--- src/rtl/clk_switch_ctrl.sv ---
// Control-clock sequencer for a glitch-free two-input clock switch: it checks that the
// target clock is alive, moves the select, waits out a settle window, then reports done/err.
module clk_switch_ctrl #(
    parameter int SETTLE_CYCLES = 16,
    parameter int ALIVE_TIMEOUT = 64
) (
    input  logic clk,
    input  logic rst,
    input  logic req_valid,
    input  logic req_sel,
    output logic req_ready,
    input  logic clk1_alive,
    input  logic clk2_alive,
    output logic sel_clk1,
    output logic cur_sel,
    output logic busy,
    output logic done,
    output logic err
);

    localparam int MAX_CNT = (SETTLE_CYCLES > ALIVE_TIMEOUT) ? SETTLE_CYCLES : ALIVE_TIMEOUT;
    localparam int CW      = $clog2(MAX_CNT + 1);

    localparam logic [CW-1:0] SETTLE_LAST  = CW'(SETTLE_CYCLES - 1);
    localparam logic [CW-1:0] TIMEOUT_LAST = CW'(ALIVE_TIMEOUT - 1);

    localparam logic [2:0] IDLE   = 3'd0;
    localparam logic [2:0] CHECK  = 3'd1;
    localparam logic [2:0] SWITCH = 3'd2;
    localparam logic [2:0] SETTLE = 3'd3;
    localparam logic [2:0] DONE   = 3'd4;

    logic [2:0]    state_reg, state_next;
    logic [CW-1:0] cnt_reg, cnt_next;
    logic          tgt_reg, tgt_next;
    logic          sel_reg, sel_next;
    logic          cur_reg, cur_next;
    logic          fail_reg, fail_next;
    logic          tgt_alive;

    assign tgt_alive = tgt_reg ? clk1_alive : clk2_alive;

    always_comb begin
        state_next = state_reg;
        cnt_next   = cnt_reg;
        tgt_next   = tgt_reg;
        sel_next   = sel_reg;
        cur_next   = cur_reg;
        fail_next  = fail_reg;
        case (state_reg)
            IDLE: begin
                fail_next = 1'b0;
                if (req_valid) begin
                    tgt_next = req_sel;
                    // Requesting the already committed source completes as a no-op.
                    if (req_sel == cur_reg) begin
                        state_next = DONE;
                    end else begin
                        state_next = CHECK;
                        cnt_next   = '0;
                    end
                end
            end
            CHECK: begin
                if (tgt_alive) begin
                    state_next = SWITCH;
                end else if (cnt_reg == TIMEOUT_LAST) begin
                    state_next = DONE;
                    fail_next  = 1'b1;
                end else begin
                    cnt_next = cnt_reg + 1'b1;
                end
            end
            SWITCH: begin
                sel_next   = tgt_reg;
                cnt_next   = '0;
                state_next = SETTLE;
            end
            SETTLE: begin
                // A dropout during settle degrades the result but the select stays put.
                if (!tgt_alive) begin
                    fail_next = 1'b1;
                end
                if (cnt_reg == SETTLE_LAST) begin
                    state_next = DONE;
                    cur_next   = tgt_reg;
                end else begin
                    cnt_next = cnt_reg + 1'b1;
                end
            end
            DONE: begin
                state_next = IDLE;
            end
            default: begin
                state_next = IDLE;
            end
        endcase
    end

    always_ff @(posedge clk) begin
        if (rst) begin
            state_reg <= IDLE;
            cnt_reg   <= '0;
            tgt_reg   <= 1'b1;
            sel_reg   <= 1'b1;
            cur_reg   <= 1'b1;
            fail_reg  <= 1'b0;
        end else begin
            state_reg <= state_next;
            cnt_reg   <= cnt_next;
            tgt_reg   <= tgt_next;
            sel_reg   <= sel_next;
            cur_reg   <= cur_next;
            fail_reg  <= fail_next;
        end
    end

    assign req_ready = (state_reg == IDLE);
    assign busy      = (state_reg != IDLE);
    assign done      = (state_reg == DONE);
    assign err       = (state_reg == DONE) && fail_reg;
    assign sel_clk1  = sel_reg;
    assign cur_sel   = cur_reg;

endmodule

--- config.mk ---
export PLATFORM = sky130hd
export DESIGN_NAME = clk_switch_ctrl
export DESIGN_NICKNAME = d
export VERILOG_FILES = /design/src/rtl/clk_switch_ctrl.sv
export SDC_FILE = /design/constraint.sdc
export NUM_CORES = 1
export LEC_CHECK = 0
export CAP_MARGIN = 20
export CORE_MARGIN = 3
export CORE_UTILIZATION = 35
export DETAILED_ROUTE_END_ITERATION = 10
export GPL_ROUTABILITY_DRIVEN = 0
export HOLD_SLACK_MARGIN = 0.12
export SETUP_SLACK_MARGIN = 0.4
export SYNTH_ARGS = -nofsm -noshare
export SYNTH_HDL_FRONTEND = slang
export SYNTH_SLANG_ARGS = --single-unit
--- constraint.sdc ---
create_clock -name clk -period 4.55 [get_ports clk]
set_input_delay 0.91 -clock clk [delete_from_list [all_inputs] [get_ports clk]]
set_output_delay 0.91 -clock clk [all_outputs]
set_load 0.02 [all_outputs]
==> results.txt <==
The run finished with clean final reports. The analysis attributes to cell leakage a power of 0.362 nW. The number of search-and-repair iterations in the first detailed-routing pass came out at 4. The post-synthesis average cell area came out at 8.35 µm². The H-tree depth is 1. Entering global routing, the biggest net connects 16 pins. Once the floorplan was initialized, standard cells occupied 38.5% of the core. Counting every sink on the clock net gives 14. Leaving out fill and tap cells, the most frequent cell in the layout is sky130_fd_sc_hd__dfxtp_1.

The library cell used as clock root buffer is sky130_fd_sc_hd__clkbuf_4. In this run the most critical hold path is launched from sel_clk1. For this block, the initial DRC count from the detailed router was 47. The critical path arrival is 2.02 ns. The total half-perimeter wirelength after legalization and detailed placement came out at 1570 µm. STA classifies the critical path endpoint as a primary output. For the pin with the worst max-slew slack, the measured transition is 0.539 ns. The net count after synthesis came out at 113. Summing every instance area after synthesis gives 885 µm². The share of cells above drive strength 1 is 11.3%. After floorplanning, the core was sized to cover 2300 µm². Dividing the detail-routed via count by the number of cells gives 5.86. The number of nets with antenna violations after routing is 0.

In the final design database the tool counted 124 nets. The number of diodes is 0. The post-CTS setup buffer count is 0. The wire length the detailed router placed on met1 came out at 1020 µm. The count of port buffers added during placement is 11. The share of the cycle needed by the critical path after routing came out at 64.3%. Measured in cells, the most critical reg-to-reg path has a length of 4. The type of the worst setup path is flop to primary output. The first global-routing pass estimated 3550 µm of wire. The max-slew violation total from the final report was 0. TritonCTS built the clock tree. The signed area change from the synthesized netlist to the final layout is 15.7%.

The sum of negative setup slack is 0 ns. The tightest min-delay check is of the flop to flop type. The detail-routed net length per standard cell is 14.9 µm. The final period demand of the worst path is 2.93 ns. The worst setup path is launched from a flop. The share of synthesized flip-flops with an asynchronous set or reset came out at 0%. The count of synthesis-stage warnings from yosys is 0. After clock tree synthesis, the repair step resized 0 gates. The clock transition at the register clock pins on the worst setup and hold paths after CTS came out at 0.08 ns.

The part of the Yosys area used for sequential elements came out at 31.7%. The area fraction of the dominant cell type after synthesis is 31.7%. The gate count after technology mapping came out at 106. In this run the deepest clock path goes through 2 buffers. The reg2reg setup slack came out at 2.81 ns. Setup repair after global routing left no endpoint under its margin. The number of hold buffers added after CTS was 0.

The flip-flop count of the largest register after layout came out at 7. The worst hold endpoint is sel_clk1. The overflow left after global routing came out at 0.

The number of remaining DRC errors is 0. The top-level port count came out at 12. The floorplan step defined a die boundary enclosing 3170 µm². The initial antenna violation count is 0.

The detailed router used layers up to and including met4. The maximum vdd drop came out at 0.199 mV. The number of cell rows came out at 17. The number of library cell types mapped by synthesis came out at 46. For this run, the top clock speed supported by timing is 342 MHz. The post-synthesis sequential element count is 14. The number of global-route vias before repair was 772.

Along the worst hold path, the cell count comes to 2. Ranked by total cell area, the synthesized netlist is headed by sky130_fd_sc_hd__dfxtp_1 32%, sky130_fd_sc_hd__nor2b_1 4.2%, sky130_fd_sc_hd__mux2i_1 3.4%. From left edge to right edge, the die measures 56.3 µm. The area of all placed cells without fillers came out at 1020 µm². Once placement finished, the instance area stood at 1000 µm².

Cells fill 44.6% of the core in the end. In this run the critical register-to-register path is launched from state_reg[1]. The die extent in y is 56.3 µm.

The tightest slew margin relative to the limit is 63.0%. The dominant register cell in the synthesized netlist is sky130_fd_sc_hd__dfxtp_1. The number of enable-type register cells in the synthesized netlist is 0. The tool flagged a number of max-cap violations equal to 0. For the worst-skew pair, the clock arrives at the later sink with an insertion delay of 0.28 ns. The met2 wire length came out at 962 µm. The critical-path maximum fanout came out at 12. Wire segments on met3 add up to 126 µm in the final route. The cell taking the most area after synthesis is sky130_fd_sc_hd__dfxtp_1. The total via count after detailed routing is 838. The worst register-to-register path ends at cnt_reg[1]. The hold violation count in the final report came to 0. Setup violations remaining at the end of the flow were counted as 0. In this run, CTS created clock tree buffers numbering 3. The number of filler cells placed in the layout is 233. The all-layer global routing usage came out at 14.0%. Between clock sinks in the finished design, the worst skew comes to 0.00153 ns. For this block, the routed nets add up to 2130 µm of wire. Overall power consumption after layout is estimated at 0.284 mW. The required arrival time at the worst endpoint is 3.64 ns. Power spread over the standard cell area amounts to 278 nW/µm². In the layout the commonest cells are 14 x sky130_fd_sc_hd__dfxtp_1, 11 x sky130_fd_sc_hd__clkdlybuf4s50_1, 7 x sky130_fd_sc_hd__nand2_1.
==> final cells by class <==
class                      instances  area, µm²  area share (%)
clock buffer                       3       22.5            2.20
tap                               28       35.0            3.42
inverter                           7       26.3            2.57
timing repair buffer              11        110            10.8
sequential                        14        280            27.4
multi-input combinational         80        549            53.7
==> kinds of logic (layout without fill, tap and decap cells) <==
group	after synthesis	in the layout	synth area share, %
adders and majority gates	1	1	1.41
muxes	3	3	3.39
buffers and inverters	12	21	6.22
AOI/OAI and AO/OA	33	33	28.3
and+or+nand+nor	42	42	28.0
xor gates and xnor gates	1	1	0.990
DFF	14	14	31.7
==> critical path: stages (launching register included) <==
cell and delay (ns):
sky130_fd_sc_hd__dfxtp_1 0.62, sky130_fd_sc_hd__inv_2 0.13, sky130_fd_sc_hd__nor3_1 0.24, sky130_fd_sc_hd__and2_1 0.16
sky130_fd_sc_hd__clkdlybuf4s50_1 0.60
==> synth_stat cells, drive strengths merged, types with 2 or more instances <==
library cell / number
nand4b: 2
a31oi: 2
nor3: 7
o21a: 4
mux2i: 3
nor2b: 6
o21ai: 6
nand4: 2
a21oi: 6
inv: 7
o211ai: 4
nand3: 6
dfxtp: 14
nor2: 4
buf: 4
nand2: 7
o311ai: 2
==> stage by stage <==
stage | setup WS, ns | cells | hold WS, ns
after floorplan | 2.05 | 106 | 0.458
after global placement | 1.93 | 140 | 0.456
after detailed placement | 1.94 | 140 | 0.462
after CTS | 1.62 | 143 | 0.484
after global routing | 1.52 | 143 | 0.511
final | 1.62 | 143 | 0.478
==> report_power, final <==
part	internal, mW	total (mW)	switching, mW
combinational	0.0316	0.0674	0.0358
clock	0.0307	0.0710	0.0403
sequential	0.130	0.146	0.0158
==> how the worst max path moves through the flow <==
stage | start | end | slack, ns | cells past startpoint
after CTS | state_reg[2] | err | 1.62 | 4
after detailed placement | state_reg[2] | err | 1.94 | 4
after global placement | state_reg[2] | err | 1.93 | 4
after global routing | state_reg[2] | err | 1.52 | 4
after floorplan | state_reg[2] | err | 2.05 | 4
final | state_reg[2] | err | 1.62 | 4
==> routing by layer <==
metal	vias to the layer above	track usage [%]
li1	419	-
met1	395	19.7
met2	22	20.2
met3	2	5.75
met4	0	2.03
met5	-	0
Note: power is estimated with default switching activity, not from simulation.
